`src/rtl/interconn_arb_if.sv`:
```
// rtl/interconn_arb_if.sv - request and send bus bundle for the crossbar arbiter
interface interconn_arb_if #(
  parameter int N     = 8,
  parameter int W     = 64,
  parameter int BADDR = 15
);
  localparam int PW = (N > 1) ? $clog2(N) : 1;

  logic [N-1:0]            req_valid;
  logic [N-1:0][N-1:0]     req_to;
  logic [N-1:0][BADDR-1:0] req_addr;
  logic [N-1:0][W-1:0]     req_word;
  logic [N-1:0]            req_ready;

  logic [N-1:0][N-1:0]     send_to;
  logic [N-1:0]            send_en;
  logic [N-1:0][BADDR-1:0] send_addr;
  logic [N-1:0][W-1:0]     send_word;
  logic [PW-1:0]           prio_ptr;

  modport master (
    output req_valid, req_to, req_addr, req_word,
    input  req_ready, send_to, send_en, send_addr, send_word, prio_ptr
  );

  modport slave (
    input  req_valid, req_to, req_addr, req_word,
    output req_ready, send_to, send_en, send_addr, send_word, prio_ptr
  );
endinterface

```
`src/rtl/interconn_arb.sv`:
```
// rtl/interconn_arb.sv - round-robin crossbar arbiter granting destination-disjoint requests
module interconn_arb #(
  parameter int N     = 8,
  parameter int W     = 64,
  parameter int BADDR = 15
) (
  input  logic            clk,
  input  logic            clr,
  interconn_arb_if.slave  bus
);
  localparam int PW = (N > 1) ? $clog2(N) : 1;

  logic [PW-1:0] ptr_q;
  logic [PW-1:0] ptr_d;
  logic [PW-1:0] first_idx;
  logic [PW-1:0] idx;
  logic [N-1:0]  grant;
  logic [N-1:0]  claimed;
  logic          found;

  // Greedy pass in rotated order; zero-mask requests are granted but never move the pointer.
  always_comb begin
    grant     = '0;
    claimed   = '0;
    found     = 1'b0;
    first_idx = '0;
    idx       = '0;
    ptr_d     = ptr_q;
    for (int k = 0; k < N; k++) begin
      idx = PW'((int'(ptr_q) + k) % N);
      if (!clr && bus.req_valid[idx] && ((bus.req_to[idx] & claimed) == '0)) begin
        grant[idx] = 1'b1;
        claimed    = claimed | bus.req_to[idx];
        if (!found && (bus.req_to[idx] != '0)) begin
          found     = 1'b1;
          first_idx = idx;
        end
      end
    end
    if (found) begin
      ptr_d = (int'(first_idx) == N - 1) ? '0 : first_idx + PW'(1);
    end
  end

  assign bus.req_ready = grant;
  assign bus.prio_ptr  = ptr_q;

  // Ungranted lanes must drive zeros because the interconnect ORs all sources together.
  always_ff @(posedge clk) begin
    if (clr) begin
      ptr_q         <= '0;
      bus.send_en   <= '0;
      bus.send_to   <= '0;
      bus.send_addr <= '0;
      bus.send_word <= '0;
    end else begin
      ptr_q <= ptr_d;
      for (int i = 0; i < N; i++) begin
        bus.send_en[i]   <= grant[i] && (bus.req_to[i] != '0);
        bus.send_to[i]   <= grant[i] ? bus.req_to[i]   : '0;
        bus.send_addr[i] <= grant[i] ? bus.req_addr[i] : '0;
        bus.send_word[i] <= grant[i] ? bus.req_word[i] : '0;
      end
    end
  end
endmodule

```
`src/flat_wrapper.sv`:
```
// flat-port wrapper written by rule: the top's interface ports become plain ports
module interconn_arb_flat 
#(
  parameter int N     = 8,
  parameter int W     = 64,
  parameter int BADDR = 15
)
  (clk, clr, bus_req_valid, bus_req_to, bus_req_addr, bus_req_word, bus_req_ready, bus_send_to, bus_send_en, bus_send_addr, bus_send_word, bus_prio_ptr);
  interconn_arb_if #(.N(N), .W(W), .BADDR(BADDR)) bus_i ();
  input  logic clk;
  input  logic clr;
  input wire logic [$bits(bus_i.req_valid)-1:0] bus_req_valid;
  input wire logic [$bits(bus_i.req_to)-1:0] bus_req_to;
  input wire logic [$bits(bus_i.req_addr)-1:0] bus_req_addr;
  input wire logic [$bits(bus_i.req_word)-1:0] bus_req_word;
  output wire logic [$bits(bus_i.req_ready)-1:0] bus_req_ready;
  output wire logic [$bits(bus_i.send_to)-1:0] bus_send_to;
  output wire logic [$bits(bus_i.send_en)-1:0] bus_send_en;
  output wire logic [$bits(bus_i.send_addr)-1:0] bus_send_addr;
  output wire logic [$bits(bus_i.send_word)-1:0] bus_send_word;
  output wire logic [$bits(bus_i.prio_ptr)-1:0] bus_prio_ptr;
  assign bus_i.req_valid = bus_req_valid;
  assign bus_i.req_to = bus_req_to;
  assign bus_i.req_addr = bus_req_addr;
  assign bus_i.req_word = bus_req_word;
  assign bus_req_ready = bus_i.req_ready;
  assign bus_send_to = bus_i.send_to;
  assign bus_send_en = bus_i.send_en;
  assign bus_send_addr = bus_i.send_addr;
  assign bus_send_word = bus_i.send_word;
  assign bus_prio_ptr = bus_i.prio_ptr;
  interconn_arb #(.N(N), .W(W), .BADDR(BADDR)) u_core (.clk(clk), .clr(clr), .bus(bus_i));
endmodule
```
`config.mk`:
```
export PLATFORM = sky130hd
export DESIGN_NAME = interconn_arb_flat
export DESIGN_NICKNAME = d
export VERILOG_FILES = /design/src/rtl/interconn_arb_if.sv /design/src/rtl/interconn_arb.sv /design/src/flat_wrapper.sv
export SDC_FILE = /design/constraint.sdc
export NUM_CORES = 1
export LEC_CHECK = 0
export ABC_AREA = 1
export CORE_AREA = 2 2 561 563
export DETAILED_ROUTE_END_ITERATION = 10
export DIE_AREA = 0 0 563 565
export GPL_ROUTABILITY_DRIVEN = 0
export GPL_TIMING_DRIVEN = 1
export PLACE_DENSITY = 0.3
export SLEW_MARGIN = 20
export SYNTH_ARGS = -nofsm -noshare
export SYNTH_HDL_FRONTEND = slang
export SYNTH_SLANG_ARGS = --single-unit
```
`constraint.sdc`:
```
create_clock -name clk -period 10.7 [get_ports clk]
set_input_delay 1.605 -clock clk [delete_from_list [all_inputs] [get_ports clk]]
set_output_delay 1.605 -clock clk [all_outputs]
set_load 0.02 [all_outputs]
```
; ---- Word level (Yosys, flattened, before mapping)
; Cells that the tools add are included.
[totals]
input_bits = 706
word_cells = 252
reg_bits = 707
[classes]
addsub = 8
n_eq_ne = 1
muxes = 96
n_reduce_logical = 77
order_cmp = 16
n_bitwise = 28
[op_table]
columns = op, count
row1 = $bmux 8 s3, 8
row2 = $mux 8, 23
row3 = $reduce_bool 8->1, 16
row4 = $or 8x8->8, 13
row5 = $and 8x8->8, 7
row6 = $logic_not 8->1, 7
row7 = $mux 3, 17
row8 = $logic_and 1x1->1, 38
row9 = $lt 3x4->1 const B, 8
row10 = $mux 1, 32
row11 = $bmux 1 s3, 8
row12 = $demux 1 s3, 8
row13 = $ge 3x1->1 const B, 8
row14 = $reduce_or 2->1, 8
row15 = $add 3x3->3 const B, 4
row16 = $logic_not 1->1, 8
row17 = $not 1->1, 8
row18 = $add 3x1->3 const B, 2
row19 = $add 3x2->3 const B, 2
row20 = $eq 3x1->1 const B, 1

; ---- Depth between registers and ports, before layout
; Gate-level depths: netlist of the first run.
[depth]
word_depth = 35
depth_mapped = 53
depth_no_buf = 49

; ---- Worst setup path after synthesis of the first run
; Ideal clock, no wire load.
[synth_timing]
path_type = input-to-output
start = in bus_req_valid[7]
end = out bus_req_ready[4]
slack_ns = 3.623
stages = 44
required_time_ns = 9.095
arrival_ns = 5.472
path_cell_list = inv_1 -> nand2_1 -> nand3_1 -> nand2_1 -> nor2_2 -> nor2_4 -> buf_6 -> nand3_1 -> nand3_1 -> nor2_4 -> nand2_4 -> o21ai_1 -> nand2_1 -> nand2_2 -> nor2_4 -> nand2_4 -> o21bai_2 -> nand2_1 -> (+8 left out) -> nand2_1 -> nand2_1 -> nand2_1 -> nor2_2 -> nand3_4 -> nand3_1 -> nand3_1 -> nand2_1 -> nor2_4 -> nand3_1 -> nand2_1 -> nand2_1 -> nand3_2 -> nor2_4 -> nand2_4 -> inv_8 -> nand2_2 -> nand2_4
[synth_between]
elab_chain_len = 32
word_cells_on_any_way = 73
cone_classes = mux (31) / bitwise (20) / reduce/logical (22)
[synth_lines]
columns = element, line_no
row1 = from (decl), flat_wrapper.sv:12  ; input wire logic [$bits(bus_i.req_valid)-1:0] bus_req_valid;
row2 = $bmux 1 s3, interconn_arb.sv:31  ; if (!clr && bus.req_valid[idx] && ((bus.req_to[idx] & claimed) == '0)) begin
row3 = $mux 1 (implied by the code), interconn_arb.sv:31
row4 = $logic_and 1x1->1, interconn_arb.sv:31
row5 = $mux 8, interconn_arb.sv:31
row6 = $and 8x8->8, interconn_arb.sv:31
row7 = $logic_not 8->1, interconn_arb.sv:31
row8 = $logic_and 1x1->1, interconn_arb.sv:31
row9 = $mux 8, interconn_arb.sv:31
row10 = (+16 left out), n/a
row11 = $and 8x8->8, interconn_arb.sv:31
row12 = $logic_not 8->1, interconn_arb.sv:31
row13 = $logic_and 1x1->1, interconn_arb.sv:31
row14 = $mux 8, interconn_arb.sv:31
row15 = $and 8x8->8, interconn_arb.sv:31
row16 = $logic_not 8->1, interconn_arb.sv:31
row17 = $logic_and 1x1->1, interconn_arb.sv:31
row18 = $mux 8 *, interconn_arb.sv:31
row19 = to (decl), flat_wrapper.sv:16  ; output wire logic [$bits(bus_i.req_ready)-1:0] bus_req_ready;
; Every way passes the cells marked *; elsewhere a longest branch is shown, timed or not. The select of a mux whose other input is x is not followed.

; ---- Final worst setup path of the first run
[layout_timing]
start = in clr
end = out bus_req_ready[4]
[layout_between]
elab_chain_len = 31
word_cells_on_any_way = 58
cone_classes = mux (15) / bitwise (20) / reduce/logical (23)
[layout_lines]
columns = element, line_no
row1 = from (decl), flat_wrapper.sv:11  ; input logic clr;
row2 = $logic_not 1->1 *, interconn_arb.sv:31
row3 = $logic_and 1x1->1, interconn_arb.sv:31
row4 = $mux 8, interconn_arb.sv:31
row5 = $and 8x8->8, interconn_arb.sv:31
row6 = $logic_not 8->1, interconn_arb.sv:31
row7 = $logic_and 1x1->1, interconn_arb.sv:31
row8 = $mux 8, interconn_arb.sv:31
row9 = $and 8x8->8, interconn_arb.sv:31
row10 = (+15 left out), n/a
row11 = $and 8x8->8, interconn_arb.sv:31
row12 = $logic_not 8->1, interconn_arb.sv:31
row13 = $logic_and 1x1->1, interconn_arb.sv:31
row14 = $mux 8, interconn_arb.sv:31
row15 = $and 8x8->8, interconn_arb.sv:31
row16 = $logic_not 8->1, interconn_arb.sv:31
row17 = $logic_and 1x1->1, interconn_arb.sv:31
row18 = $mux 8 *, interconn_arb.sv:31
; Every way passes the cells marked *; elsewhere a longest branch is shown, timed or not.

==> results.yml, run 1 <==
floorplanning:
  row_count: 205
  die_area_um2: 318000
  coreArea_um2: 311000
  die-width_um: 563
  ios: 1421
  die_h_um: 565
  initial_utilization_pct: 8.51
yosys:
  synth-edff-count: 0
  synth_nets: 4022
  syn_area_um2: 26500
  ys_dominant_reg_cell: "dfxtp_1"
  synth-seq-cells: 707
  syn_inst: 3308
  ys_seq_area_share_pct: 53.4
  synth_top_area_cell: "dfxtp_1"
  synth-warning-count: 0
  avgSynthCellArea_um2: 8.01
  yosysTopAreaCellShare_pct: 53.4
  synth_area_leaders: "dfxtp_1 53%, inv_1 11%, nor2_1 8.3%, nand2_1 6.0%, nor2_2 2.7%"
  synthDistinctLibCells: 47
  synthArstFlopShare_pct: 0
worst_setup_path:
  start_kind: "input pin"
  critPathArrivalTime_ns: 7.78
  worstSetupEndpointType: "primary output"
  cp_slowest_stage_delay_ns: 0.64
  crit_start: "clr"
  cp_top_family: "simple AND/OR/NAND/NOR gates"
  slowest_stage: "clkdlybuf4s50_1"
  ff2ff_setup_slack_ns: 3.32
  crit_type: "input pin to primary output"
  path_buf_inv: 4
  cp_max_fo: 24
  cp_common_cell: "nand2_1"
  cp_data_required_time_ns: 9.10
  r2r_start: "u_core.bus.prio_ptr[0]"
global_routing:
  grt_antenna_before_repair: 108
  met3_usage_pct: 5.77
  use_met2_pct: 20.9
  grt_max_degree: 161
  grt_pass1_vias: 27500
  grt_pass1_wl_um: 281000
  overflow: 0
  track_usage_pct: 13.3
  grt-busiest-layer: "met2"
  use_met1_pct: 16.4
worst_hold_path:
  min_from: "u_core.bus.prio_ptr[1]"
  hold_class: "flip-flop to flip-flop"
detailed_routing:
  viasPerCell: 2.98
  vias: 26800
  dr.pass1.iters: 8
  wire_per_inst_um: 24.5
  drtIter0Drc: 1379
  detail-route-antenna-nets: 0
  wirelength_um: 221000
  drc_errors: 0
pwr:
  clkPwrFrac_pct: 22.7
  powerDensity_nw_per_um2: 320
  ir_drop_mv: 0.193
  pwr-share-comb_pct: 56.0
  leakage_nw: 21.1
  seqPwrFrac_pct: 21.3
  switchingPower_mw: 7.79
  p_int_mw: 7.89
  switching_share_pct: 49.7
cells_and_area:
  areaGrowthSynthToFinish_pct: 84.9
  nets: 5471
  drive_above_1_share_pct: 10.8
  design_area_um2: 49000
run_status:
  status: "finished, final reports clean"
flow_run:
  max-cap-violations: 0
sta:
  period_needed_ns: 9.39
  fin_skew_ns: 0.100
  worst_slew_pin_slew_ns: 1.02
  grt_setup_unrepaired: "false"
  fin_crit_sh_pct: 87.7
  slew_viol_final: 0
  max_freq_mhz: 107
  timing.setup.tns_ns: 0
  max-slew-margin-rel_pct: 31.0
  hold_ws_ns: 0.704
  setup_violations: 0
  final-hold-violation-count: 0
clocking:
  clkTransAtPathRegs_ns: 0.06
  post_cts_buffers: 0
  clkSinkCount: 707
  numCtsBuffers: 102
  cts_max_level: 3
  cts_resized: 0
  cts.path.max_buffers: 4
  cts_hold_buf: 0
  cts_root_buf: "clkbuf_16"
  cts_tree: "done"
  clk-insertion-delay-late_ns: 0.85
place:
  place_area_um2: 45500
  io_buffers: 1420
  dp_hpwl_um: 188000
worst paths after layout:
path	endpoint	cells past startpoint
setup / recovery	bus_req_ready[4]	41
hold / removal	u_core.bus.prio_ptr[1]	3
setup reg to reg	u_core.bus.send_addr[44]	45
hold reg to reg	u_core.bus.prio_ptr[1]	3
cells in the mapped netlist, types with 23 or more instances:
cell and count:
nor2_4 62, nand2_2 24, inv_2 23, inv_1 801, nor2_2 114, o21ai_0 64
buf_4 29, nand2_1 425, dfxtp_1 707, nor2_1 587, o21ai_1 37, nand3_1 124
buf_2 43, a21oi_1 23, nor4_1 28
layer usage:
metal / routed length [um] / part of all wire (%) / up-vias
li1: - / - / 12500
met1: 94200 / 43 / 12600
met2: 96800 / 44 / 1338
met3: 22700 / 10 / 300
met4: 6410 / 2.9 / 60
met5: 403 / 0.18 / -
metrics by stage:
step	instances	util, %	total power, mW	setup WS [ns]
6_report	9004	15.7	15.7	1.31
5_1_grt	8983	15.7	16.7	0.707
4_1_cts	8979	15.7	16.1	1.34
3_5_place_dp	8793	14.6	12.4	1.36
3_3_place_gp	8793	14.6	12.5	1.38
2_1_floorplan	3308	-	8.38	3.62
final cells by class:
class                      count  area (um2)
antenna                       25        62.6
clock buffer                 144        2980
clock inverter                42         473
fill                       35400      262000
inverter                     834        3170
multi-input combinational   1637        8120
sequential                   707       14200
tap                         4140        5180
timing repair buffer        1475       14800
logic make-up (layout without fill, tap and decap cells):
logic type               after synthesis  count (layout)  synth area share (%)
multiplexers                           9               9                 0.354
flip-flops                           707             707                  53.4
other                                  0              25                     0
AND/OR/NAND/NOR                     1416            1416                  25.0
AO/OA/AOI/OAI                        204             204                  4.86
adder cells (fa/ha/maj)                8               8                 0.378
buffers and inverters                964            2495                  16.0
placed cells by master (no fill, tap or decap), types with 6 or more instances in the layout:
cell type	count
inv_6	7
inv_4	7
ha_1	8
nand2_1	425
bufinv_16	7
o21ai_0	64
nand3_1	124
a21oi_1	23
buf_12	18
clkdlybuf4s50_1	1413
inv_2	19
a31oi_1	9
clkbuf_16	103
dfxtp_1	706
o2111ai_1	8
nand2_4	12
nor2_4	62
clkbuf_8	25
clkinvlp_4	10
o21ai_1	37
inv_1	801
nor2_2	114
nor4_1	26
diode_2	25
nand2_2	24
o211ai_1	10
clkinv_2	15
buf_4	44
o21ai_2	19
o21a_1	11
nor2_1	587
nor3_1	18
clkbuf_1	16
nand3_2	17
mux2i_1	6
a2111o_1	8
registers in the layout, indices dropped and copies added (netlist names):
name and count:
u_core.bus.prio_ptr 3, u_core.bus.send_addr 120, u_core.bus.send_en 8, u_core.bus.send_to 64, u_core.bus.send_word 512
power groups by stage:
stage	registers (mW)	logic, mW	clock network [mW]
final	3.34	8.79	3.56
after global routing	3.37	9.56	3.81
after CTS	3.34	9.04	3.73
after detailed placement	3.39	8.99	0
after global placement	3.39	9.12	0
after floorplan	3.82	4.56	0
worst min-delay path: stages, from the launching register on:
cell and delay (ns):
dfxtp_1 0.34, buf_4 0.16, o21ai_0 0.10, nor2_1 0.07
Note: power is estimated with default switching activity, not from simulation.
==> run 2: changes to the inputs <==
--- a/config.mk
+++ b/config.mk
@@ -11,7 +11,6 @@
 export DIE_AREA = 0 0 563 565
 export GPL_ROUTABILITY_DRIVEN = 0
 export GPL_TIMING_DRIVEN = 1
-export PLACE_DENSITY = 0.3
 export SLEW_MARGIN = 20
 export SYNTH_ARGS = -nofsm -noshare
 export SYNTH_HDL_FRONTEND = slang
==> results.yml, run 2 (synthesized netlist as in run 1, its figures left out) <==
detailed_routing:
  dr.pass1.iters: 8
  detail-route-antenna-nets: 0
  wire_per_inst_um: 31.1
  drtIter0Drc: 1653
  vias: 27400
  drc_errors: 0
  wirelength_um: 279000
  viasPerCell: 3.05
global_routing:
  grt_antenna_before_repair: 250
  track_usage_pct: 16.9
  grt_pass1_vias: 26600
  grt_pass1_wl_um: 333000
  grt_max_degree: 162
  overflow: 0
run_status:
  status: "finished, final reports clean"
worst_setup_path:
  cp_max_fo: 161
  cp_data_required_time_ns: 9.10
  ff2ff_setup_slack_ns: 2.35
  worstSetupEndpointType: "primary output"
  start_kind: "flip-flop"
  crit_type: "flip-flop to primary output"
  cp_slowest_stage_delay_ns: 0.48
  slowest_stage: "buf_12"
  critPathArrivalTime_ns: 8.10
  cp_common_cell: "nand2_1"
floorplanning:
  die_h_um: 565
  initial_utilization_pct: 8.51
  row_count: 205
  coreArea_um2: 311000
  ios: 1421
  die_area_um2: 318000
  die-width_um: 563
sta:
  fin_crit_sh_pct: 90.7
  slew_viol_final: 0
  setup_violations: 0
  worst_slew_pin_slew_ns: 1.08
  timing.setup.tns_ns: 0
  hold_ws_ns: 0.858
  final-hold-violation-count: 0
  period_needed_ns: 9.71
  fin_skew_ns: 0.0789
  max_freq_mhz: 103
  max-slew-margin-rel_pct: 27.7
  grt_setup_unrepaired: "false"
  timing.final.ws_setup_ns: 0.990
cells_and_area:
  layoutNonFillerInstCount: 8976
  multi_input_area_um2: 8110
  areaGrowthSynthToFinish_pct: 83.1
  largest_register_ff_count: 512
  fillers: 35400
  nets: 5453
  reg.largest.list: "u_core.bus.send_word: 512 flops, u_core.bus.send_addr: 120 flops, u_core.bus.send_to: 64 flops"
  layout.area.seq_um2: 14200
  regMostFlops: "u_core.bus.send_word"
  mostFrequentLayoutCells: "1412 x clkdlybuf4s50_1, 801 x inv_1, 706 x dfxtp_1"
  drive_above_1_share_pct: 10.3
  final_common_cell: "clkdlybuf4s50_1"
clocking:
  cts_root_buf: "clkbuf_16"
  cts_max_level: 3
  cts_tree: "done"
  numCtsBuffers: 103
  clk-insertion-delay-late_ns: 0.86
  cts_hold_buf: 0
  post_cts_buffers: 0
  cts.path.max_buffers: 4
  cts_resized: 0
  clkSinkCount: 707
  clkTransAtPathRegs_ns: 0.06
pwr:
  powerDensity_nw_per_um2: 312
  seqPwrFrac_pct: 21.6
  switching_share_pct: 50.3
  clkPwrFrac_pct: 23.0
  switchingPower_mw: 7.63
  finalPower_mw: 15.2
  ir_drop_mv: 0.325
  p_int_mw: 7.53
  pwr-share-comb_pct: 55.5
  leakage_nw: 20.9
flow_run:
  max-cap-violations: 0
place:
  pre_cts_slack_ns: 1.16
  dp_hpwl_um: 248000
  dp_cells: 8774
  io_buffers: 1420
worst_hold_path:
  hold_class: "flip-flop to flip-flop"
-- run 2: cell types whose count changed in the layout (fill, tap and decap cells not counted), moves of 2 or more --
cell,delta
clkinv_2,-3
buf_12,-12
clkbuf_8,-6
clkbuf_1,-4
clkinv_4,+7
inv_4,-2
clkinvlp_4,-4
buf_4,-6
diode_2,+3
inv_6,+4
bufinv_16,-4
-- run 2: area by class of cell --
type | instances | area share [%]
antenna | 28 | 0.144
inverter | 834 | 6.54
clock inverter | 40 | 0.828
tap | 4140 | 10.7
sequential | 707 | 29.2
multi-input combinational | 1637 | 16.7
timing repair buffer | 1456 | 30.0
clock buffer | 134 | 5.95
-- run 2: per-layer routing --
| layer | track usage [%] | vias to the layer above | routed length (um) |
|---|---|---|---|
| met5 | 0 | - | 434 |
| met4 | 4.88 | 68 | 10700 |
| met3 | 14.9 | 665 | 54500 |
| met2 | 27.0 | 1897 | 123000 |
| met1 | 15.9 | 12200 | 90800 |
| li1 | - | 12500 | - |
-- run 2: critical path: cells and delay by family (launching register included) --
kind                       cells  cell delay, ns
DFF                            1            0.37
AOI/OAI and AO/OA              3            0.36
and+or+nand+nor               37            4.62
adders and majority gates      1            0.28
buffers and inverters          5            1.43
-- run 2: worst paths after layout --
check                                             from                      end  depth (start not counted)
worst min register to register  u_core.bus.prio_ptr[2]   u_core.bus.prio_ptr[2]                          3
worst min-delay path            u_core.bus.prio_ptr[2]   u_core.bus.prio_ptr[2]                          3
worst max-delay path            u_core.bus.prio_ptr[0]         bus_req_ready[4]                         46
worst max register to register  u_core.bus.prio_ptr[1]  u_core.bus.send_addr[3]                         39
-- run 2: stage by stage --
stage	instance area, um2	utilization, %
floorplan	26500	-
global placement	45100	14.5
detailed placement	45200	14.5
CTS	48400	15.6
global route	48500	15.6
finish	48500	15.6
-- run 2: power by group through the flow --
| stage | logic, mW | registers (mW) | clock network, mW |
|---|---|---|---|
| floorplan | 4.56 | 3.82 | 0 |
| global placement | 8.44 | 3.31 | 0 |
| detailed placement | 8.48 | 3.32 | 0 |
| CTS | 8.52 | 3.27 | 3.62 |
| global route | 9.10 | 3.30 | 3.69 |
| finish | 8.41 | 3.27 | 3.48 |
==> run 3: changes to the inputs <==
--- a/config.mk
+++ b/config.mk
@@ -6,11 +6,13 @@
 export NUM_CORES = 1
 export LEC_CHECK = 0
 export ABC_AREA = 1
-export CORE_AREA = 2 2 561 563
+export CORE_AREA = 2 2 554 556
 export DETAILED_ROUTE_END_ITERATION = 10
-export DIE_AREA = 0 0 563 565
+export DIE_AREA = 0 0 556 558
+export DONT_BUFFER_PORTS = 1
 export GPL_ROUTABILITY_DRIVEN = 0
 export GPL_TIMING_DRIVEN = 1
+export REMOVE_ABC_BUFFERS = 1
 export SLEW_MARGIN = 20
 export SYNTH_ARGS = -nofsm -noshare
 export SYNTH_HDL_FRONTEND = slang
==> results.yml, run 3 (synthesized netlist as in run 1, its figures left out) <==
worst_setup_path:
  path_depth: 43
  cp_data_required_time_ns: 9.10
  cp_common_cell: "nand2_1"
  ff2ff_setup_slack_ns: 2.35
  cp_slowest_stage_delay_ns: 0.54
  worstSetupEndpointType: "primary output"
  cp_top_family: "simple AND/OR/NAND/NOR gates"
  rr_endpoint: "u_core.bus.send_word[305]"
  worst-r2r-cell-count: 45
  crit_start: "u_core.bus.prio_ptr[1]"
  path_buf_inv: 4
  r2r_start: "u_core.bus.prio_ptr[1]"
  start_kind: "flip-flop"
  cp_max_fo: 40
  critPathArrivalTime_ns: 7.93
  endpoint: "bus_req_ready[1]"
  crit_type: "flip-flop to primary output"
  slowest_stage: "buf_4"
place:
  place_area_um2: 30700
  pre_cts_slack_ns: 1.87
  io_buffers: 0
  dp_hpwl_um: 202000
  dp_cells: 7202
cells_and_area:
  final_util_pct: 11.2
  nets: 4019
  fillers: 35200
  design_area_um2: 34000
  final_common_cell: "inv_1"
  largest_register_ff_count: 512
  layoutNonFillerInstCount: 7396
  multi_input_area_um2: 8120
  reg.largest.list: "u_core.bus.send_word: 512 flops, u_core.bus.send_addr: 120 flops, u_core.bus.send_to: 64 flops"
  regMostFlops: "u_core.bus.send_word"
  mostFrequentLayoutCells: "801 x inv_1, 705 x dfxtp_1, 587 x nor2_1"
  layout.area.seq_um2: 14200
  drive_above_1_share_pct: 14.2
  areaGrowthSynthToFinish_pct: 28.3
pwr:
  clkPwrFrac_pct: 24.6
  switching_share_pct: 52.0
  powerDensity_nw_per_um2: 405
  leakage_nw: 15.6
  p_int_mw: 6.60
  switchingPower_mw: 7.16
  ir_drop_mv: 0.205
  pwr-share-comb_pct: 43.2
  seqPwrFrac_pct: 32.2
sta:
  max-slew-margin-rel_pct: 32.3
  fin_crit_sh_pct: 89.1
  fin_skew_ns: 0.0885
  final-hold-violation-count: 0
  grt_setup_unrepaired: "false"
  period_needed_ns: 9.53
  setup_violations: 0
  timing.final.ws_setup_ns: 1.17
  worst_slew_pin_slew_ns: 1.02
  slew_viol_final: 0
  max_freq_mhz: 105
clocking:
  clkTransAtPathRegs_ns: 0.07
  numCtsBuffers: 98
  cts_root_buf: "clkbuf_16"
  post_cts_buffers: 0
  cts_max_level: 3
  clkSinkCount: 707
  cts_tree: "done"
  clk-insertion-delay-late_ns: 0.85
  cts.path.max_buffers: 4
  cts_hold_buf: 0
  cts_resized: 0
detailed_routing:
  drtIter0Drc: 1811
  wire_per_inst_um: 31.1
  wirelength_um: 230000
  dr.pass1.iters: 8
  detail-route-antenna-nets: 0
  vias: 21600
  drc_errors: 0
  viasPerCell: 2.93
worst_hold_path:
  min_from: "bus_req_word[0]"
  hold_class: "input pin to flip-flop"
global_routing:
  grt_max_degree: 95
  grt_antenna_before_repair: 123
  met3_usage_pct: 12.4
  overflow: 0
  grt_pass1_wl_um: 269000
  use_met1_pct: 14.0
  grt_pass1_vias: 20700
  grt-busiest-layer: "met2"
  use_met2_pct: 22.2
  track_usage_pct: 14.1
floorplanning:
  die_area_um2: 310000
  row_count: 203
  die_h_um: 558
  coreArea_um2: 305000
  initial_utilization_pct: 8.70
  die-width_um: 556
  ios: 1421
run_status:
  status: "finished, final reports clean"
flow_run:
  max-cap-violations: 0
run 3: per-layer routing:
metal | part of all wire, % | routed length [um]
met5 | 0.21 | 491
met2 | 44 | 101000
met3 | 20 | 45300
met1 | 34 | 77400
met4 | 2.6 | 6020
run 3: through the flow:
| stage | hold slack, ns | power (mW) | setup TNS, ns |
|---|---|---|---|
| finish | 0.864 | 13.8 | 0 |
| CTS | 0.749 | 14.0 | 0 |
| global placement | 0.907 | 10.5 | 0 |
| global route | 0.797 | 14.7 | 0 |
| floorplan | 0.855 | 7.81 | -129.91 |
| detailed placement | 0.915 | 10.5 | 0 |
run 3: how the worst min path moves through the flow:
stage,slack (ns),cells after the start,to
floorplan,0.85,2,u_core.bus.prio_ptr[2]
global placement,0.91,3,u_core.bus.prio_ptr[2]
detailed placement,0.92,3,u_core.bus.prio_ptr[2]
CTS,0.75,2,u_core.bus.send_addr[25]
global route,0.80,2,u_core.bus.send_word[0]
finish,0.86,2,u_core.bus.send_word[0]
run 3: power groups by stage:
stage          Combinational (mW)  Sequential [mW]  Clock [mW]
2_1_floorplan                3.93             3.88           0
3_3_place_gp                 5.94             4.54           0
3_5_place_dp                 5.99             4.52           0
4_1_cts                      6.01             4.47        3.53
5_1_grt                      6.53             4.52        3.60
6_report                     5.95             4.43        3.39
run 3: area by class of cell:
type	count	area share, %
inverter	834	9.31
tap	3997	14.7
sequential	707	41.7
clock buffer	121	7.98
antenna	24	0.177
timing repair buffer	27	0.744
multi-input combinational	1637	23.9
clock inverter	49	1.52
